`src/rtl/dshot_pkg.sv`:
```
`default_nettype none
// ============================================================================
// Module   : dshot_pkg
// Brief    : Shared DShot constants, state encoding, CRC and default timings.
// Revision : 1.0 - initial release
// ============================================================================
package dshot_pkg;

    localparam int DSHOT_FRAME_BITS = 16;
    localparam int DSHOT_VALUE_BITS = 11;
    localparam int DSHOT_CRC_BITS   = 4;

    typedef enum logic [1:0] {
        DSHOT_ST_IDLE = 2'd0,
        DSHOT_ST_HIGH = 2'd1,
        DSHOT_ST_LOW  = 2'd2,
        DSHOT_ST_GAP  = 2'd3
    } dshot_state_e;

    // Nibble-wise XOR over {throttle, telem}
    function automatic logic [DSHOT_CRC_BITS-1:0] dshot_crc(input logic [11:0] v);
        logic [11:0] w_x;
        w_x = v ^ (v >> 4) ^ (v >> 8);
        return w_x[DSHOT_CRC_BITS-1:0];
    endfunction

    // Default timings at 16 MHz
    localparam int DSHOT150_BIT_CYCLES = 107;
    localparam int DSHOT150_T1H_CYCLES = 80;
    localparam int DSHOT150_T0H_CYCLES = 40;
    localparam int DSHOT150_GAP_CYCLES = 320;

    localparam int DSHOT300_BIT_CYCLES = 53;
    localparam int DSHOT300_T1H_CYCLES = 40;
    localparam int DSHOT300_T0H_CYCLES = 20;
    localparam int DSHOT300_GAP_CYCLES = 160;

    localparam int DSHOT600_BIT_CYCLES = 27;
    localparam int DSHOT600_T1H_CYCLES = 20;
    localparam int DSHOT600_T0H_CYCLES = 10;
    localparam int DSHOT600_GAP_CYCLES = 80;

endpackage
`default_nettype wire

```
`src/rtl/dshot_if.sv`:
```
`default_nettype none
// ============================================================================
// Module   : dshot_if
// Brief    : Frame-request handshake between a command source and dshot_tx.
// Revision : 1.0 - initial release
// ============================================================================
interface dshot_if;
    import dshot_pkg::*;

    logic                        valid;
    logic [DSHOT_VALUE_BITS-1:0] throttle;
    logic                        telem;
    logic                        ready;
    logic                        busy;
    logic                        frame_done;

    modport master (
        output valid, throttle, telem,
        input  ready, busy, frame_done
    );

    modport slave (
        input  valid, throttle, telem,
        output ready, busy, frame_done
    );

endinterface
`default_nettype wire

```
`src/rtl/dshot_tx.sv`:
```
`default_nettype none
// ============================================================================
// Module   : dshot_tx
// Brief    : DShot frame encoder: latches throttle/telem, appends CRC and
//            drives a 16-bit MSB-first pulse-width frame followed by a gap.
// Revision : 1.0 - initial release
// ============================================================================
module dshot_tx
    import dshot_pkg::*;
#(
    parameter int BIT_CYCLES = DSHOT150_BIT_CYCLES,
    parameter int T1H_CYCLES = DSHOT150_T1H_CYCLES,
    parameter int T0H_CYCLES = DSHOT150_T0H_CYCLES,
    parameter int GAP_CYCLES = DSHOT150_GAP_CYCLES
) (
    input  wire logic clk,
    input  wire logic rst_n,
    dshot_if.slave    bus,
    output logic      dshot_out
);

    localparam int c_cnt_max = (BIT_CYCLES > GAP_CYCLES) ? BIT_CYCLES : GAP_CYCLES;
    localparam int c_cnt_w   = $clog2(c_cnt_max + 1);
    localparam int c_idx_w   = $clog2(DSHOT_FRAME_BITS);

    localparam logic [c_cnt_w-1:0] c_bit_m1 = c_cnt_w'(BIT_CYCLES - 1);
    localparam logic [c_cnt_w-1:0] c_t1h_m1 = c_cnt_w'(T1H_CYCLES - 1);
    localparam logic [c_cnt_w-1:0] c_t0h_m1 = c_cnt_w'(T0H_CYCLES - 1);
    localparam logic [c_cnt_w-1:0] c_gap_m1 = c_cnt_w'(GAP_CYCLES - 1);
    localparam logic [c_cnt_w-1:0] c_cnt_one = c_cnt_w'(1);
    localparam logic [c_idx_w-1:0] c_last_bit = c_idx_w'(DSHOT_FRAME_BITS - 1);
    localparam logic [c_idx_w-1:0] c_idx_one  = c_idx_w'(1);

    localparam logic [1:0] c_st_idle = DSHOT_ST_IDLE;
    localparam logic [1:0] c_st_high = DSHOT_ST_HIGH;
    localparam logic [1:0] c_st_low  = DSHOT_ST_LOW;
    localparam logic [1:0] c_st_gap  = DSHOT_ST_GAP;

    logic [1:0]                  r_state;
    logic [DSHOT_FRAME_BITS-1:0] r_shift;
    logic [c_idx_w-1:0]          r_idx;
    logic [c_cnt_w-1:0]          r_cnt;
    logic                        r_dshot_out;
    logic                        r_ready;
    logic                        r_busy;
    logic                        r_frame_done;

    logic [DSHOT_VALUE_BITS:0]   w_word;
    logic [DSHOT_FRAME_BITS-1:0] w_frame;
    logic [c_cnt_w-1:0]          w_th_m1;
    logic                        w_accept;

    assign w_word   = {bus.throttle, bus.telem};
    assign w_frame  = {w_word, dshot_crc(w_word)};
    assign w_accept = bus.valid && r_ready;
    // High time is chosen by the bit currently at the top of the shifter
    assign w_th_m1  = r_shift[DSHOT_FRAME_BITS-1] ? c_t1h_m1 : c_t0h_m1;

    always_ff @(posedge clk or negedge rst_n) begin
        if (!rst_n) begin
            r_state      <= c_st_idle;
            r_shift      <= '0;
            r_idx        <= '0;
            r_cnt        <= '0;
            r_dshot_out  <= 1'b0;
            r_ready      <= 1'b1;
            r_busy       <= 1'b0;
            r_frame_done <= 1'b0;
        end else begin
            r_frame_done <= 1'b0;
            case (r_state)
                c_st_idle: begin
                    if (w_accept) begin
                        r_shift     <= w_frame;
                        r_idx       <= '0;
                        r_cnt       <= '0;
                        r_dshot_out <= 1'b1;
                        r_ready     <= 1'b0;
                        r_busy      <= 1'b1;
                        r_state     <= c_st_high;
                    end
                end
                c_st_high: begin
                    // Counter spans the whole bit, so it keeps running into LOW
                    r_cnt <= r_cnt + c_cnt_one;
                    if (r_cnt == w_th_m1) begin
                        r_dshot_out <= 1'b0;
                        r_state     <= c_st_low;
                    end
                end
                c_st_low: begin
                    if (r_cnt == c_bit_m1) begin
                        r_cnt <= '0;
                        if (r_idx != c_last_bit) begin
                            r_shift     <= {r_shift[DSHOT_FRAME_BITS-2:0], 1'b0};
                            r_idx       <= r_idx + c_idx_one;
                            r_dshot_out <= 1'b1;
                            r_state     <= c_st_high;
                        end else begin
                            r_state <= c_st_gap;
                        end
                    end else begin
                        r_cnt <= r_cnt + c_cnt_one;
                    end
                end
                c_st_gap: begin
                    if (r_cnt == c_gap_m1) begin
                        r_cnt        <= '0;
                        r_ready      <= 1'b1;
                        r_busy       <= 1'b0;
                        r_frame_done <= 1'b1;
                        r_state      <= c_st_idle;
                    end else begin
                        r_cnt <= r_cnt + c_cnt_one;
                    end
                end
                default: begin
                    r_dshot_out <= 1'b0;
                    r_ready     <= 1'b1;
                    r_busy      <= 1'b0;
                    r_state     <= c_st_idle;
                end
            endcase
        end
    end

    assign dshot_out      = r_dshot_out;
    assign bus.ready      = r_ready;
    assign bus.busy       = r_busy;
    assign bus.frame_done = r_frame_done;

endmodule
`default_nettype wire

```
`src/flat_wrapper.sv`:
```
// flat-port wrapper written by rule: the top's interface ports become plain ports
module dshot_tx_flat import dshot_pkg::*;
#(
    parameter int BIT_CYCLES = DSHOT150_BIT_CYCLES,
    parameter int T1H_CYCLES = DSHOT150_T1H_CYCLES,
    parameter int T0H_CYCLES = DSHOT150_T0H_CYCLES,
    parameter int GAP_CYCLES = DSHOT150_GAP_CYCLES
)
  (clk, rst_n, dshot_out, bus_valid, bus_throttle, bus_telem, bus_ready, bus_busy, bus_frame_done);
  dshot_if bus_i ();
  input  wire logic clk;
  input  wire logic rst_n;
  output logic dshot_out;
  input wire logic [$bits(bus_i.valid)-1:0] bus_valid;
  input wire logic [$bits(bus_i.throttle)-1:0] bus_throttle;
  input wire logic [$bits(bus_i.telem)-1:0] bus_telem;
  output wire logic [$bits(bus_i.ready)-1:0] bus_ready;
  output wire logic [$bits(bus_i.busy)-1:0] bus_busy;
  output wire logic [$bits(bus_i.frame_done)-1:0] bus_frame_done;
  assign bus_i.valid = bus_valid;
  assign bus_i.throttle = bus_throttle;
  assign bus_i.telem = bus_telem;
  assign bus_ready = bus_i.ready;
  assign bus_busy = bus_i.busy;
  assign bus_frame_done = bus_i.frame_done;
  dshot_tx #(.BIT_CYCLES(BIT_CYCLES), .T1H_CYCLES(T1H_CYCLES), .T0H_CYCLES(T0H_CYCLES), .GAP_CYCLES(GAP_CYCLES)) u_core (.clk(clk), .rst_n(rst_n), .bus(bus_i), .dshot_out(dshot_out));
endmodule
```
`config.mk`:
```
export PLATFORM = sky130hd
export DESIGN_NAME = dshot_tx_flat
export DESIGN_NICKNAME = d
export VERILOG_FILES = /design/src/rtl/dshot_pkg.sv /design/src/rtl/dshot_if.sv /design/src/rtl/dshot_tx.sv /design/src/flat_wrapper.sv
export SDC_FILE = /design/constraint.sdc
export NUM_CORES = 1
export LEC_CHECK = 0
export ABC_AREA = 1
export CORE_ASPECT_RATIO = 0.75
export CORE_MARGIN = 10
export CORE_UTILIZATION = 51
export DETAILED_ROUTE_END_ITERATION = 12
export PLACE_DENSITY_LB_ADDON = 0.12
export REMOVE_ABC_BUFFERS = 1
export SYNTH_ARGS = -nofsm -noshare
export SYNTH_HDL_FRONTEND = slang
export SYNTH_SLANG_ARGS = --single-unit
export TNS_END_PERCENT = 10
```
`constraint.sdc`:
```
create_clock -name clk -period 1.6 [get_ports clk]
set_input_delay 0.4 -clock clk [delete_from_list [all_inputs] [get_ports clk]]
set_output_delay 0.4 -clock clk [all_outputs]
set_load 0.05 [all_outputs]
```
==> flow_metrics.env <==
export IMPL_outcome="finished, violations left"
export IMPL_violations="setup timing"
export IMPL_clock_root_buffer="clkbuf_8"
export IMPL_start_util_pct=54.56
export IMPL_p_per_area_mw_per_mm2=653.0
export IMPL_finalSetupViolCount=3
export IMPL_hp_class="in2async"
export IMPL_hpwl_mm=3.330
export IMPL_ys_warnings_count=0
export IMPL_viasPerCell=5.046
export IMPL_path_clk_slew_ns=0.08
export IMPL_cts_max_level=2
export IMPL_leakage_nw=1.370
export IMPL_grt_pass1_wl_mm=7.521
export IMPL_start_kind="register"
export IMPL_port_buffers=18
export IMPL_synth_cell_types=29
export IMPL_criticalPathCategory="reg2reg"
export IMPL_drc=0
export IMPL_drive_gt1_share_pct=28.62
export IMPL_fmax_mhz=617.3
export IMPL_drtPass1Iterations=4
export IMPL_worstPathArrival_ns=1.82
export IMPL_ant_nets=0
export IMPL_clk_path_buf_depth=2
export IMPL_slew_limit_headroom_pct=80.26
export IMPL_clk_latency_ns=0.28
export IMPL_stdcell_count=349
export IMPL_place_gp_congestion=0.8976
export IMPL_antennaDiodeCount=0
export IMPL_grt_start_max_net_pins=39
export IMPL_cts_num_sinks=35
export IMPL_r2r_setup_slack_ns=-0.02
export IMPL_cts_tree="done"
export IMPL_worstPathMaxFanout=9
export IMPL_required_ns=1.80
export IMPL_worst_slack_ns=-0.01983
export IMPL_dieHeight_um=74.90
export IMPL_coreArea_mm2=0.003756
export IMPL_design_area_mm2=0.002783
export IMPL_finalMaxSlewViolations=0
export IMPL_grt_pass1_vias=1586
export IMPL_syn_area_mm2=0.002049
export IMPL_dieArea_mm2=0.006981
export IMPL_placed_cells=335
export IMPL_yosysSeqAreaShare_pct=42.80
export IMPL_ys_ff_latch=35
export IMPL_endpoint_kind="register"
export IMPL_die_w_um=93.20
export IMPL_drt_iter0_markers=124
export IMPL_worst_slew_pin_slew_ns=0.2939
export IMPL_post_drt_wl_per_cell_um=14.45
export IMPL_cts_hold_buffers=0
export IMPL_cts_inserted_buffers=5
export IMPL_track_usage_pct=13.50
export IMPL_synth_top_area_share_pct=41.51
export IMPL_design_portCount=19
export IMPL_post_route_util_pct=74.08
export IMPL_overflow=0
export IMPL_rsz0062_at_grt="yes"
export IMPL_syn_instance_count=251
export IMPL_syn_avg_cell_area_um2=8.165
export IMPL_vias=1761
export IMPL_std_cell_rows=19
export IMPL_finalPower_mw=1.817
export IMPL_syn2layout_area_growth_pct=35.78
export IMPL_timing_final_crit_share_pct=101.2
export IMPL_maxCapViolCount=0
export IMPL_hold_viol=0
export IMPL_fin_nets=318
export IMPL_yosys_area_top_type="dfrtp_1"
export IMPL_synthTopCellsByArea="dfrtp_1, nand2_1, nand3_1"
export IMPL_period_needed_ns=1.620
export IMPL_placed_area_mm2=0.002451
export IMPL_ir_worst_vdd_mv=0.5594
export IMPL_antenna_found_initial=0
export IMPL_finClkSkew_ns=0.009131
export IMPL_wl_mm=5.044
-- where the power goes --
part | switching [mW] | total (mW) | internal [mW]
combinational | 0.0512 | 0.103 | 0.0522
clock | 0.325 | 0.830 | 0.504
sequential | 0 | 0.884 | 0.884
-- repair_timing --
action | in CTS | in global routing
setup endpoints to repair | 12 | 33
gates cloned | 0 | 4
buffers inserted | 0 | 2
resized for setup | 2 | 35
pin swaps | 0 | 8
-- synth_stat cells --
| library cell | n |
|---|---|
| a21boi_0 | 2 |
| xor2_1 | 6 |
| nand3_2 | 1 |
| buf_4 | 2 |
| dfstp_2 | 1 |
| xnor2_1 | 4 |
| clkbuf_2 | 1 |
| o21ai_0 | 11 |
| dfrtp_1 | 34 |
| nand3_1 | 19 |
| nand3b_1 | 1 |
| nand4_2 | 1 |
| a21oi_1 | 6 |
| nand2_1 | 78 |
| inv_1 | 19 |
| or2_2 | 1 |
| o22ai_1 | 2 |
| nor2_1 | 14 |
| nand2_2 | 6 |
| buf_6 | 3 |
| mux2i_1 | 8 |
| nor2_2 | 2 |
| o21ai_2 | 7 |
| o21ai_4 | 1 |
| buf_2 | 3 |
| o21ai_1 | 5 |
| ha_1 | 7 |
| nand4_1 | 5 |
| clkinv_1 | 1 |
-- state kept, by name, summed over array words and instances, names as in the netlist --
signal	cells
u_core.bus.busy	1
u_core.bus.frame_done	1
u_core.bus.ready	1
u_core.dshot_out	1
u_core.r_cnt	9
u_core.r_idx	4
u_core.r_shift	16
u_core.r_state	2
-- cell usage in the layout (no fill, tap or decap), types with 2 or more instances in the layout --
cell	instances
a21boi_0	2
a21oi_1	4
a21oi_2	2
buf_12	5
buf_4	24
clkbuf_16	3
clkbuf_8	6
clkdlybuf4s50_1	14
dfrtp_1	32
dfrtp_2	2
ha_1	4
ha_4	2
inv_1	16
inv_2	3
mux2i_1	8
nand2_1	68
nand2_2	13
nand2_4	3
nand3_1	19
nand4_1	5
nor2_1	13
nor2_2	2
o21ai_0	6
o21ai_1	7
o21ai_2	10
o22ai_1	2
xnor2_1	4
xor2_1	6
-- cell families (layout without fill, tap and decap cells) --
family	after synthesis	count (layout)	synth area share (%)
AND/OR/NAND/NOR	128	128	27.23
flip-flops	35	35	42.80
AO/OA/AOI/OAI	34	34	10.50
buffers and inverters	29	75	7.020
XOR/XNOR	10	10	4.273
multiplexers	8	8	3.907
adder cells (fa/ha/maj)	7	7	4.273
-- metal layers --
layer  track usage, %  wire (µm)  up-vias
met5                0          0        -
met1            19.47       2611      826
met4            3.584         19        0
met2            19.39       2166       27
met3            3.575        246        2
li1                 -          -      906
-- final cells by class --
cell class	count	area [µm²]
flip-flops and latches	35	879.6
well taps	52	65.06
clock buffers	6	82.58
clock inverters	2	35.03
inverters	20	75.07
multi-input cells	187	1139
fillers	290	973.4
repair buffers	47	506.7
-- worst max-delay path, stage by stage (launching register included) --
cell       delay (ns)
dfrtp_2          0.44
ha_4             0.19
nand4_1          0.11
nand2_1          0.10
a21oi_2          0.19
nand2_4          0.14
clkbuf_16        0.20
o21ai_0          0.17
-- worst paths after layout --
check | start | to | cells after the start
max | u_core.r_state[1]$_DFFE_PN0P_ | u_core.r_shift[15]$_DFFE_PN0P_ | 7
min | rst_n | u_core.r_cnt[0]$_DFFE_PN0P_ | 2
max reg2reg | u_core.r_state[1]$_DFFE_PN0P_ | u_core.r_shift[15]$_DFFE_PN0P_ | 7
min reg2reg | u_core.r_shift[2]$_DFFE_PN0P_ | u_core.r_shift[2]$_DFFE_PN0P_ | 2
max in group asynchronous | rst_n | u_core.r_shift[12]$_DFFE_PN0P_ | 2
min in group clk | u_core.r_shift[2]$_DFFE_PN0P_ | u_core.r_shift[2]$_DFFE_PN0P_ | 2
-- per-stage QoR --
stage	setup WS, ns	TNS (ns)	hold slack, ns
after global routing	-0.1170	-1.292	0.4773
final	-0.01983	-0.02935	0.4471
after detailed placement	-0.2017	-3.815	0.4730
after global placement	-0.1640	-3.254	0.4671
after CTS	0.02716	0	0.4509
after floorplan	-0.7949	-16.26	0.1044
No activity file was read; power rests on OpenSTA's default activity.
